===== src/rtl/uart_rx_word_packer.sv =====
`default_nettype none
// ============================================================================
// Module   : uart_rx_word_packer
// Purpose  : 8N1 UART receiver that packs NUM_BYTES consecutive bytes into a
//            single wide word. It rejects start-bit glitches, detects framing
//            errors and flushes a partial word after an inter-byte timeout.
//            The completed word is offered on a valid/ready output with
//            overrun reporting.
// Ports    : clk         - system clock
//            rst_n       - asynchronous active-low reset
//            en_rx       - receive enable (low aborts frame and partial word)
//            u_rx        - serial line, idle high (asynchronous to clk)
//            data_out    - packed word, first received byte in the MSBs
//            data_valid  - data_out holds an unconsumed word
//            data_ready  - consumer accepts when data_valid && data_ready
//            byte_cnt    - number of bytes held in the partial word
//            frame_err   - 1-cycle pulse, stop bit sampled low
//            overrun     - 1-cycle pulse, completed word dropped
//            timeout_err - 1-cycle pulse, partial word flushed
// Revision : 1.0 - initial release
// ============================================================================
module uart_rx_word_packer #(
    parameter int CLKS_PER_BIT = 868,
    parameter int NUM_BYTES    = 16,
    parameter int TIMEOUT_BITS = 32
) (
    input  logic                               clk,
    input  logic                               rst_n,
    input  logic                               en_rx,
    input  logic                               u_rx,
    output logic [8*NUM_BYTES-1:0]             data_out,
    output logic                               data_valid,
    input  logic                               data_ready,
    output logic [$clog2(NUM_BYTES+1)-1:0]     byte_cnt,
    output logic                               frame_err,
    output logic                               overrun,
    output logic                               timeout_err
);

    localparam int W     = 8 * NUM_BYTES;
    localparam int CNT_W = $clog2(NUM_BYTES + 1);
    localparam int CLK_W = $clog2(CLKS_PER_BIT);

    localparam logic [CLK_W-1:0] HALF_M1  = CLK_W'(CLKS_PER_BIT / 2 - 1);
    localparam logic [CLK_W-1:0] BIT_LAST = CLK_W'(CLKS_PER_BIT - 1);
    localparam logic [CNT_W-1:0] CNT_LAST = CNT_W'(NUM_BYTES - 1);

    typedef enum logic [1:0] {
        ST_IDLE  = 2'd0,
        ST_START = 2'd1,
        ST_DATA  = 2'd2,
        ST_STOP  = 2'd3
    } state_t;

    // ------------------------------------------------------------------
    // Input synchroniser and edge detector (all reset to line-idle level)
    // ------------------------------------------------------------------
    logic sync1_q, sync2_q, rx_prev_q;
    logic rx_s;

    assign rx_s = sync2_q;

    always_ff @(posedge clk or negedge rst_n) begin
        if (!rst_n) begin
            sync1_q   <= 1'b1;
            sync2_q   <= 1'b1;
            rx_prev_q <= 1'b1;
        end else begin
            sync1_q   <= u_rx;
            sync2_q   <= sync1_q;
            rx_prev_q <= sync2_q;
        end
    end

    // ------------------------------------------------------------------
    // Bit-level FSM
    // ------------------------------------------------------------------
    state_t           state_q, state_d;
    logic [CLK_W-1:0] clk_cnt_q, clk_cnt_d;
    logic [2:0]       bit_cnt_q, bit_cnt_d;
    logic [7:0]       rx_byte_q, rx_byte_d;
    logic             frame_err_q, frame_err_d;
    logic             start_det;
    logic             byte_accept;

    // A start needs a high-to-low transition; after a framing error with the
    // line stuck low there is no transition, so the line must first return
    // high before another frame can begin.
    assign start_det = en_rx & rx_prev_q & ~rx_s & (state_q == ST_IDLE);

    always_comb begin
        state_d     = state_q;
        clk_cnt_d   = clk_cnt_q;
        bit_cnt_d   = bit_cnt_q;
        rx_byte_d   = rx_byte_q;
        frame_err_d = 1'b0;
        byte_accept = 1'b0;

        case (state_q)
            ST_IDLE: begin
                if (start_det) begin
                    state_d   = ST_START;
                    clk_cnt_d = '0;
                    bit_cnt_d = '0;
                end
            end
            ST_START: begin
                if (clk_cnt_q == HALF_M1) begin
                    clk_cnt_d = '0;
                    // Line back high at mid start bit: treat as a glitch.
                    state_d   = rx_s ? ST_IDLE : ST_DATA;
                end else begin
                    clk_cnt_d = clk_cnt_q + CLK_W'(1);
                end
            end
            ST_DATA: begin
                if (clk_cnt_q == BIT_LAST) begin
                    clk_cnt_d = '0;
                    rx_byte_d = {rx_s, rx_byte_q[7:1]};   // LSB first
                    if (bit_cnt_q == 3'd7) begin
                        state_d = ST_STOP;
                    end else begin
                        bit_cnt_d = bit_cnt_q + 3'd1;
                    end
                end else begin
                    clk_cnt_d = clk_cnt_q + CLK_W'(1);
                end
            end
            ST_STOP: begin
                if (clk_cnt_q == BIT_LAST) begin
                    clk_cnt_d = '0;
                    // Return to idle right at the stop sample so a following
                    // start edge half a bit later is not missed.
                    state_d   = ST_IDLE;
                    if (rx_s) begin
                        byte_accept = 1'b1;
                    end else begin
                        frame_err_d = 1'b1;
                    end
                end else begin
                    clk_cnt_d = clk_cnt_q + CLK_W'(1);
                end
            end
            default: begin
                state_d = ST_IDLE;
            end
        endcase

        if (!en_rx) begin
            state_d     = ST_IDLE;
            clk_cnt_d   = '0;
            bit_cnt_d   = '0;
            frame_err_d = 1'b0;
            byte_accept = 1'b0;
        end
    end

    always_ff @(posedge clk or negedge rst_n) begin
        if (!rst_n) begin
            state_q     <= ST_IDLE;
            clk_cnt_q   <= '0;
            bit_cnt_q   <= '0;
            rx_byte_q   <= '0;
            frame_err_q <= 1'b0;
        end else begin
            state_q     <= state_d;
            clk_cnt_q   <= clk_cnt_d;
            bit_cnt_q   <= bit_cnt_d;
            rx_byte_q   <= rx_byte_d;
            frame_err_q <= frame_err_d;
        end
    end

    // ------------------------------------------------------------------
    // Inter-byte timeout
    // ------------------------------------------------------------------
    logic [CNT_W-1:0] byte_cnt_q, byte_cnt_d;
    logic             timeout_hit;

    generate
        if (TIMEOUT_BITS > 0) begin : g_timeout
            localparam int TO_CYCLES = TIMEOUT_BITS * CLKS_PER_BIT;
            localparam int IDLE_W    = $clog2(TO_CYCLES);
            localparam logic [IDLE_W-1:0] IDLE_LAST = IDLE_W'(TO_CYCLES - 1);

            logic [IDLE_W-1:0] idle_cnt_q, idle_cnt_d;
            logic              counting;

            assign counting    = en_rx && (state_q == ST_IDLE) && (byte_cnt_q != '0);
            assign timeout_hit = counting && (idle_cnt_q == IDLE_LAST);

            always_comb begin
                idle_cnt_d = idle_cnt_q + IDLE_W'(1);
                if (!counting || start_det || timeout_hit) begin
                    idle_cnt_d = '0;
                end
            end

            always_ff @(posedge clk or negedge rst_n) begin
                if (!rst_n) begin
                    idle_cnt_q <= '0;
                end else begin
                    idle_cnt_q <= idle_cnt_d;
                end
            end
        end else begin : g_no_timeout
            assign timeout_hit = 1'b0;
        end
    endgenerate

    // ------------------------------------------------------------------
    // Word packer. Only the NUM_BYTES-1 preceding bytes need storing; the
    // final byte is concatenated straight from the receive register.
    // ------------------------------------------------------------------
    logic [W-9:0] shift_q, shift_d;
    logic [W-1:0] new_word;
    logic         word_done;
    logic         timeout_err_q, timeout_err_d;

    assign new_word = {shift_q, rx_byte_q};

    always_comb begin
        shift_d       = shift_q;
        byte_cnt_d    = byte_cnt_q;
        word_done     = 1'b0;
        timeout_err_d = 1'b0;

        if (byte_accept) begin
            shift_d = new_word[W-9:0];
            if (byte_cnt_q == CNT_LAST) begin
                word_done  = 1'b1;
                byte_cnt_d = '0;
            end else begin
                byte_cnt_d = byte_cnt_q + CNT_W'(1);
            end
        end

        if (timeout_hit) begin
            shift_d       = '0;
            byte_cnt_d    = '0;
            timeout_err_d = 1'b1;
        end

        if (!en_rx) begin
            shift_d    = '0;
            byte_cnt_d = '0;
        end
    end

    // ------------------------------------------------------------------
    // Output stage with valid/ready handshake
    // ------------------------------------------------------------------
    logic [W-1:0] data_out_q, data_out_d;
    logic         data_valid_q, data_valid_d;
    logic         overrun_q, overrun_d;

    always_comb begin
        data_out_d   = data_out_q;
        data_valid_d = data_valid_q;
        overrun_d    = 1'b0;

        if (data_valid_q && data_ready) begin
            data_valid_d = 1'b0;
        end

        if (word_done) begin
            // A word accepted in this same cycle frees the slot for the new one.
            if (!data_valid_q || data_ready) begin
                data_out_d   = new_word;
                data_valid_d = 1'b1;
            end else begin
                overrun_d = 1'b1;
            end
        end
    end

    always_ff @(posedge clk or negedge rst_n) begin
        if (!rst_n) begin
            shift_q       <= '0;
            byte_cnt_q    <= '0;
            timeout_err_q <= 1'b0;
            data_out_q    <= '0;
            data_valid_q  <= 1'b0;
            overrun_q     <= 1'b0;
        end else begin
            shift_q       <= shift_d;
            byte_cnt_q    <= byte_cnt_d;
            timeout_err_q <= timeout_err_d;
            data_out_q    <= data_out_d;
            data_valid_q  <= data_valid_d;
            overrun_q     <= overrun_d;
        end
    end

    assign data_out    = data_out_q;
    assign data_valid  = data_valid_q;
    assign byte_cnt    = byte_cnt_q;
    assign frame_err   = frame_err_q;
    assign overrun     = overrun_q;
    assign timeout_err = timeout_err_q;

endmodule
`default_nettype wire

===== config.mk =====
export PLATFORM = sky130hd
export DESIGN_NAME = uart_rx_word_packer
export DESIGN_NICKNAME = d
export VERILOG_FILES = /design/src/rtl/uart_rx_word_packer.sv
export SDC_FILE = /design/constraint.sdc
export NUM_CORES = 1
export LEC_CHECK = 0
export ABC_AREA = 1
export BUFFER_PORTS_ARGS = -buffer_cell sky130_fd_sc_hd__buf_4
export CAP_MARGIN = 30
export CORE_UTILIZATION = 30
export CTS_BUF_LIST = sky130_fd_sc_hd__clkbuf_2 sky130_fd_sc_hd__clkbuf_4 sky130_fd_sc_hd__clkbuf_8
export DETAILED_ROUTE_END_ITERATION = 8
export GPL_TIMING_DRIVEN = 0
export SLEW_MARGIN = 20
export SYNTH_ARGS = -nofsm -noshare
export SYNTH_HDL_FRONTEND = slang
export SYNTH_SLANG_ARGS = --single-unit

===== constraint.sdc =====
create_clock -name clk -period 2.1 [get_ports clk]
set_clock_uncertainty 0.2 [all_clocks]
set_input_delay 0.315 -clock clk [delete_from_list [all_inputs] [get_ports clk]]
set_output_delay 0.315 -clock clk [all_outputs]
set_load 0.02 [all_outputs]

==> results_dict.tcl, run 1 <==
set metrics [dict create \
    outcome "finished with violations" \
    violations "DRC" \
    grt_use_met2_pct 25.2 \
    cp_max_fo 10 \
    fillCellCount 4174 \
    layout_min_cycle_time_ns 2.00 \
    clk_root_buffer_cell "clkbuf_8" \
    final_common_cell "nand2_1" \
    path_buf_inv 2 \
    area_delta_synth_final_pct 27.3 \
    avgSynthCellArea_sq_um 8.96 \
    holdWs_ns 0.140 \
    path_clk_slew_ns 0.06 \
    slowest_stage "dfrtp_1" \
    path_class "reg -> reg" \
    num_rows 74 \
    ant_nets 0 \
    grt_use_met3_pct 3.59 \
    grtUsageTotal_pct 15.7 \
    grt_pass1_vias 10000 \
    clock_latency_ns 0.57 \
    crit_start "clk_cnt_q[1]$_DFFE_PN0N_" \
    fp.coreArea_sq_um 41100 \
    cts.sinks 298 \
    busiest_layer "met2" \
    routedWlPerCell_um 15.1 \
    drcViolationCount 12 \
    slew_headroom_pct 56.3 \
    syn-instance-count 1403 \
    slowest_delay_ns 0.40 \
    grt_max_degree 93 \
    vdd_drop_max_mv 0.392 \
    vias 10000 \
    ys_ff_latch 298 \
    place.gp.congestion 0.845 \
    crit_family "simple AND/OR/NAND/NOR gates" \
    clk_path_buf_depth 3 \
    finalInstanceArea_sq_um 16000 \
    maxCapViolCount 0 \
    hp-class "in -> async" \
    cp.arrival_ns 2.28 \
    timing.final.crit_share_pct 95.2 \
    r2r_cells 8 \
    r2r_start "clk_cnt_q[1]$_DFFE_PN0N_" \
    drtIter0Drc 635 \
    power_density_nw_per_um2 725 \
    ios 142 \
    critPathRequiredTime_ns 2.38 \
    rsz0062_at_grt "yes" \
    worstPathCellList "ha_4 > nand2_4 > nor2_4 > nand3_1 > or2_1 > buf_2 > buf_2 > a21oi_1" \
    cp_common_cell "buf_2" \
    die_area_sq_um 42700 \
    netlist_top_cells_area "dfrtp_1 (59%), nand2_1 (14%), nand4_1 (6.7%)" \
    die_w_um 207 \
    synth_area_leader_cell "dfrtp_1" \
    worstMarginPinSlew_ns 0.655 \
    drv_slew 0 \
    grt_antenna_before_repair 0 \
    routed_wl_um 32900 \
    hold_violations 0 \
    use_met1_pct 20.9 \
    synth_fp_nets 1415 \
    grt_first_pass_wirelength_um 53000 \
    ys_seq_area_share_pct 59.4 \
    initial_utilization_pct 30.6 \
    htree_num_levels 2 \
    dr.pass1.iters 8 \
    synth_area_sq_um 12600 \
    port_buffers 141 \
    drive_gt1_share_pct 22.4 \
    final_nets 1631 \
    synth_top_area_share_pct 58.7 \
    gr-total-overflow 0 \
    diodes 0 \
    startpoint_type "flop" \
    cts_buffers 49 \
    tritoncts "yes" \
    chipHeight_um 207 \
    fmax_ghz 0.500 \
    layout_common_cells "nand2_1 (446), dfrtp_1 (294), buf_4 (168), inv_1 (154), nand4_1 (135)" \
    hpwl_um 23100 \
    cp_num_cells 8 \
    ys_types 32 \
    yosysWarningCount 0 \
    setup-violations-final 0 \
    cp-end-kind "flop" \
    place_area_sq_um 14400 \
    p_leak_nw 7.92 \
    via_per_inst 4.59 \
]
## state kept, by name, indices dropped and copies added (netlist names), 2 cells and up
signal,flops
clk_cnt_q,10
state_q,2
shift_q,120
data_out,128
g_timeout.idle_cnt_q,15
byte_cnt,5
rx_byte_q,8
bit_cnt_q,3
## synth_stat cells
library cell	n
nand2_1	453
dfrtp_1	295
inv_1	156
nand4_1	135
o21ai_0	91
o21ai_1	47
nor2_1	46
buf_2	36
clkbuf_1	25
nand3_1	22
buf_6	15
nor3_1	13
a21oi_1	12
buf_4	12
xor2_1	10
ha_1	7
nor2_2	4
dfstp_2	3
inv_2	3
nand3_2	3
nand2_2	2
nor4_1	2
o22ai_1	2
a22oi_1	1
and2_1	1
and3_1	1
buf_1	1
nand3b_1	1
nand4_2	1
or2_1	1
or2_2	1
xnor2_1	1
## cell type report
cell class	count	area (sq um)	share of cell area [%]
plain buffers	88	761	4.75
clock buffers	82	985	6.15
clock inverters	3	20.0	0.125
multi-input cells	857	4120	25.7
inverters	159	597	3.73
well taps	532	666	4.16
flip-flops and latches	298	7460	46.6
repair buffers	166	1390	8.71
## metrics by stage
step | instances | total power, W | setup WS, ns | setup TNS [ns] | util, %
2_1_floorplan | 1403 | 0.00624 | 0.0804 | 0 | -
3_3_place_gp | 2076 | 0.00645 | -2.13 | -714.10 | 34.8
3_5_place_dp | 2079 | 0.00649 | -0.621 | -95.71 | 35.0
4_1_cts | 2178 | 0.0118 | 0.00185 | 0 | 38.2
5_1_grt | 2185 | 0.0121 | -0.0370 | -0.860 | 38.9
6_report | 2185 | 0.0116 | 0.0998 | 0 | 38.9
## report_power, final
group	internal (W)	switching, W
sequential	0.00579	0.0000386
combinational	0.000192	0.000441
clock	0.00293	0.00221
## what timing repair did
action / in CTS / in global routing
endpoints found under the hold margin: 84 / 0
pin swaps: 9 / 12
resized for setup: 52 / 105
hold buffers: 3 / 0
setup buffers: 10 / 6
cloned: 1 / 2
setup endpoints to repair: 268 / 272
## metal layers
metal,routed length (um),vias up
li1,-,4976
met1,15000,4783
met2,15300,213
met3,1910,52
met4,782,0
met5,0,-
## worst reg2reg max path, stage by stage (launching register included)
cell	delay, ns
dfrtp_1	0.40
ha_4	0.19
nand2_4	0.06
nor2_4	0.11
nand3_1	0.18
or2_1	0.26
buf_2	0.16
buf_2	0.18
a21oi_1	0.19
## cells by family after synthesis
| family | Yosys count | share of synthesized area (%) |
|---|---|---|
| AND/OR/NAND/NOR | 686 | 24.0 |
| buffers and inverters | 248 | 9.02 |
| AO/OA/AOI/OAI | 153 | 6.13 |
| adder cells (fa/ha/maj) | 7 | 0.697 |
| XOR/XNOR | 11 | 0.767 |
| flip-flops | 298 | 59.4 |
## final timing paths
kind                                                  end  slack (ns)
worst max-delay path             rx_byte_q[4]$_DFFE_PN0P_         0.1
worst min-delay path             data_out[56]$_DFFE_PN0P_        0.14
worst max register to register   rx_byte_q[4]$_DFFE_PN0P_         0.1
worst min register to register             rx_s$_DFF_PN1_        0.15
max in group asynchronous       data_out[126]$_DFFE_PN0P_        0.33
min in group clk                           rx_s$_DFF_PN1_        0.15
Power figures use the tool's default switching activity.
==> run 2: changes to the inputs <==
PLACE_DENSITY = 0.45   (was default)
==> results_dict.tcl, run 2 (same netlist as run 1, synthesis figures left out) <==
set metrics [dict create \
    slew_headroom_pct 65.3 \
    p_switching_w 0.00289 \
    power_density_nw_per_um2 727 \
    grt_pass1_vias 10100 \
    worstMarginPinSlew_ns 0.521 \
    startpoint_type "flop" \
    layout_common_cells "nand2_1 (421), dfrtp_1 (292), buf_4 (170), inv_1 (152), nand4_1 (135)" \
    grtUsageTotal_pct 17.0 \
    final_nets 1647 \
    hp-start "u_rx" \
    grt_first_pass_wirelength_um 56000 \
    hpwl_um 24000 \
    whs_path_depth 2 \
    place.gp.congestion 0.779 \
    drive_gt1_share_pct 25.0 \
    port_buffers 141 \
    clock_latency_ns 0.63 \
    diodes 0 \
    pwr-share-seq_pct 48.7 \
    hp-class "in -> reg" \
    dpl.cell_count 2079 \
    largest_reg_flops 128 \
    setup-violations-final 0 \
    drcViolationCount 12 \
    routed_wl_um 35700 \
    vdd_drop_max_mv 0.372 \
    fillCellCount 4268 \
    layoutNonFillerInstCount 2199 \
    rsz0062_at_grt "yes" \
    drv_slew 0 \
    vias 10100 \
    p_leak_nw 8.11 \
    clock_power_share_pct 45.9 \
    grt_antenna_before_repair 0 \
    fp.coreArea_sq_um 41100 \
    via_per_inst 4.61 \
    grt_max_degree 94 \
    htree_num_levels 2 \
    chipHeight_um 207 \
    clk_root_buffer_cell "clkbuf_8" \
    ant_nets 0 \
    critPathRequiredTime_ns 2.38 \
    timing.final.crit_share_pct 96.3 \
    power.share.switching_pct 24.1 \
    layout_min_cycle_time_ns 2.02 \
    p_total_w 0.0120 \
    r2r_start "byte_cnt[1]$_DFFE_PN0P_" \
    area_delta_synth_final_pct 31.4 \
    setup-tns-final_ns 0 \
    whs_endpoint "sync1_q$_DFF_PN1_" \
    r2r-end "data_out[68]$_DFFE_PN0P_" \
    drtIter0Drc 620 \
    outcome "finished with violations" \
    violations "DRC" \
    cp.arrival_ns 2.30 \
    dr.pass1.iters 7 \
    multi_input_area_sq_um 4210 \
    cts_buffers 54 \
    cts.sinks 298 \
    clk_path_buf_depth 3 \
    cp-end-kind "flop" \
    combPwrFrac_pct 5.4 \
    final_common_cell "nand2_1" \
    r2r_cells 11 \
    die_area_sq_um 42700 \
    num_rows 74 \
    path_class "reg -> reg" \
    tritoncts "yes" \
    cp_max_fo 6 \
    reg2reg_slack_ns 0.08 \
    gr-total-overflow 0 \
    initial_utilization_pct 30.6 \
    path_clk_slew_ns 0.06 \
    p_int_w 0.00911 \
    fmax_ghz 0.495 \
    hold_violations 0 \
    routedWlPerCell_um 16.2 \
    ios 142 \
    maxCapViolCount 0 \
    regArea_sq_um 7460 \
    die_w_um 207 \
]
-- run 2: area by class of cell --
| class | instances | area share [%] |
|---|---|---|
| clock buffer | 84 | 6.32 |
| buffer | 86 | 5.24 |
| tap | 532 | 4.03 |
| inverter | 159 | 3.61 |
| clock inverter | 4 | 0.174 |
| multi-input combinational | 857 | 25.5 |
| timing repair buffer | 179 | 9.90 |
| sequential | 298 | 45.2 |
-- run 2: power by group through the flow --
stage	clock network (W)	registers, W	logic (W)
3_5_place_dp	0	0.00593	0.000565
5_1_grt	0.00598	0.00584	0.000747
2_1_floorplan	0	0.00593	0.000311
4_1_cts	0.00572	0.00583	0.000620
3_3_place_gp	0	0.00594	0.000535
6_report	0.00551	0.00584	0.000648
-- run 2: per-stage QoR --
step,utilization [%],area [sq um],hold slack [ns],setup slack (ns)
final,40.2,16500,0.138,0.0787
after global routing,40.2,16500,0.0996,-0.0410
after CTS,38.9,16000,0.0766,-0.0276
after detailed placement,35.0,14400,0.0616,-0.666
after global placement,34.8,14300,0.147,-2.34
after floorplan,-,12600,-0.181,0.0804
-- run 2: worst max-delay path by stage --
| stage | start | to | slack [ns] | cells after the start |
|---|---|---|---|---|
| finish | byte_cnt[1]$_DFFE_PN0P_ | data_out[68]$_DFFE_PN0P_ | 0.08 | 11 |
| global route | clk_cnt_q[0]$_DFFE_PN0N_ | clk_cnt_q[4]$_DFFE_PN0N_ | -0.04 | 10 |
| CTS | clk_cnt_q[1]$_DFFE_PN0N_ | data_out[18]$_DFFE_PN0P_ | -0.03 | 10 |
| detailed placement | byte_cnt[1]$_DFFE_PN0P_ | data_out[114]$_DFFE_PN0P_ | -0.67 | 9 |
| global placement | rst_n | data_out[27]$_DFFE_PN0P_ | -2.34 | 1 |
| floorplan | byte_cnt[0]$_DFFE_PN0P_ | data_out[28]$_DFFE_PN0P_ | 0.08 | 9 |
-- run 2: worst max-delay path: stages, from the launching register on --
cell and delay [ns]:
dfrtp_2 0.43, ha_4 0.15, nand2_1 0.05, inv_1 0.07, nand2_1 0.10, nor2_4 0.16
buf_12 0.12, nand3_4 0.11, clkbuf_16 0.22, clkbuf_16 0.17, nand2_2 0.05, nand2_1 0.05
-- run 2: timing repair --
item | in CTS | in global routing
buffers inserted | 12 | 9
endpoints found under the hold margin | 223 | 0
cloned | 3 | 6
pin swaps | 3 | 23
hold buffers | 5 | 0
endpoints found under the setup margin | 269 | 302
gates resized for setup | 96 | 122
-- run 2: metal layers --
metal | vias up | GRT usage, % | part of all wire (%)
li1 | 5014 | - | -
met1 | 4843 | 23.7 | 48
met2 | 208 | 26.3 | 46
met3 | 64 | 3.01 | 4.1
met4 | 0 | 5.96 | 2.1
met5 | - | 0 | 0
==> run 3: changes to the inputs <==
PLACE_DENSITY = default   (was 0.45)
PLACE_DENSITY_LB_ADDON = 0.1   (was default)
==> results_dict.tcl, run 3 (same netlist as run 1, synthesis figures left out) <==
set metrics [dict create \
    path_buf_inv 2 \
    violations "DRC" \
    startpoint_type "flop" \
    area_delta_synth_final_pct 32.0 \
    clk_root_buffer_cell "clkbuf_8" \
    hold_violations 0 \
    power.share.switching_pct 23.8 \
    largest_reg_flops 128 \
    drive_gt1_share_pct 26.9 \
    gr-total-overflow 0 \
    drcViolationCount 11 \
    routedWlPerCell_um 16.3 \
    routed_wl_um 35800 \
    slew_headroom_pct 67.3 \
    p_leak_nw 8.19 \
    chipHeight_um 207 \
    pwr-share-seq_pct 48.2 \
    slowest_delay_ns 0.39 \
    num_rows 74 \
    p_switching_w 0.00288 \
    drv_slew 0 \
    grt_antenna_before_repair 0 \
    reg2reg_slack_ns 0.04 \
    worstMarginPinSlew_ns 0.491 \
    grtUsageTotal_pct 16.8 \
    drtIter0Drc 533 \
    grt_first_pass_wirelength_um 55800 \
    cts.sinks 298 \
    slowest_stage "dfrtp_1" \
    setup-violations-final 0 \
    diodes 0 \
    hpwl_um 24000 \
    cp_max_fo 8 \
    vias 10100 \
    clk_path_buf_depth 3 \
    layout_min_cycle_time_ns 2.06 \
    ant_nets 0 \
    path_clk_slew_ns 0.06 \
    hp-class "in -> async" \
    worstPathCellList "ha_4 > nand2_4 > nor2_4 > nand2_4 > nor2_4 > nand3_4 > nand3_4 > clkbuf_16 > clkbuf_16 > o21ai_2" \
    post-place-ws_ns -0.720 \
    r2r-end "shift_q[12]$_DFFE_PN0P_" \
    vdd_drop_max_mv 0.329 \
    setup-tns-final_ns 0 \
    power_density_nw_per_um2 729 \
    final_common_cell "nand2_1" \
    critPathRequiredTime_ns 2.38 \
    p_int_w 0.00921 \
    rsz0062_at_grt "yes" \
    htree_num_levels 2 \
    crit_family "simple AND/OR/NAND/NOR gates" \
    r2r_start "g_timeout.idle_cnt_q[1]$_DFF_PN0_" \
    initial_utilization_pct 30.6 \
    die_w_um 207 \
    outcome "finished with violations" \
    cp.arrival_ns 2.34 \
    die_area_sq_um 42700 \
    postLayoutSetupSlackWorst_ns 0.0369 \
    timing.final.crit_share_pct 98.2 \
    path_class "reg -> reg" \
    layout_common_cells "nand2_1 (405), dfrtp_1 (292), buf_4 (171), inv_1 (153), nand4_1 (135)" \
    grt_max_degree 94 \
    fp.coreArea_sq_um 41100 \
    cts_buffers 53 \
    fmax_ghz 0.485 \
    clock_power_share_pct 46.4 \
    maxCapViolCount 0 \
    combPwrFrac_pct 5.4 \
    ios 142 \
    r2r_cells 10 \
    cp-end-kind "flop" \
    final_nets 1646 \
    tritoncts "yes" \
    port_buffers 141 \
    clock_latency_ns 0.62 \
    place.gp.congestion 0.782 \
    grt_pass1_vias 10100 \
    dr.pass1.iters 7 \
    via_per_inst 4.59 \
]
[run 3: how the worst max path moves through the flow]
stage                                                 start                         to  slack, ns  depth (start not counted)
after floorplan                     byte_cnt[0]$_DFFE_PN0P_   data_out[28]$_DFFE_PN0P_       0.08                          9
after global placement                                rst_n   data_out[23]$_DFFE_PN0P_      -2.40                          1
after detailed placement            byte_cnt[1]$_DFFE_PN0P_  data_out[115]$_DFFE_PN0P_      -0.72                          9
after CTS                          clk_cnt_q[1]$_DFFE_PN0N_   data_out[67]$_DFFE_PN0P_      -0.04                         11
after global routing      g_timeout.idle_cnt_q[1]$_DFF_PN0_    shift_q[48]$_DFFE_PN0P_      -0.07                         10
final                     g_timeout.idle_cnt_q[1]$_DFF_PN0_    shift_q[12]$_DFFE_PN0P_       0.04                         10
[run 3: layout make-up]
cell class              instances  area [sq um]
plain buffers                  86           796
clock buffers                  87          1040
clock inverters                 4          47.5
fillers                      4233         24500
inverters                     159           597
multi-input cells             857          4370
flip-flops and latches        298          7460
well taps                     532           666
repair buffers                179          1610
[run 3: what timing repair did]
action,in CTS,in global routing
setup buffers,14,9
resized for setup,123,113
setup endpoints to repair,270,264
hold buffers,3,0
cloned,2,6
endpoints found under the hold margin,207,0
pin swaps,7,14
[run 3: routing by layer]
layer  vias up  track usage [%]  share of wire [%]
met5         -                0                  0
met4         0             5.25                1.7
met3        50             3.03                4.5
met2       182             25.6                 46
met1      4878             24.0                 48
li1       4999                -                  -
[run 3: worst register-to-register path, cell delays in order, from the launching register on]
cell,delay (ns)
dfrtp_1,0.39
ha_4,0.17
nand2_4,0.06
nor2_4,0.14
nand2_4,0.08
nor2_4,0.14
nand3_4,0.11
nand3_4,0.21
clkbuf_16,0.21
clkbuf_16,0.15
o21ai_2,0.05
[run 3: per-stage QoR]
step / total power [W] / hold WS [ns] / utilization (%) / area (sq um) / std cells
floorplan: 0.00624 / -0.181 / - / 12600 / 1403
CTS: 0.0123 / -0.0301 / 39.1 / 16100 / 2189
finish: 0.0121 / 0.00806 / 40.4 / 16600 / 2202
global route: 0.0127 / 0.00244 / 40.4 / 16600 / 2202
global placement: 0.00648 / 0.147 / 34.8 / 14300 / 2076
detailed placement: 0.00650 / 0.0521 / 35.0 / 14400 / 2080
[run 3: power groups by stage]
stage,sequential [W],combinational [W],clock [W]
after global placement,0.00594,0.000541,0
final,0.00583,0.000649,0.00561
after global routing,0.00584,0.000752,0.00606
after CTS,0.00583,0.000633,0.00582
after floorplan,0.00593,0.000311,0
after detailed placement,0.00593,0.000568,0
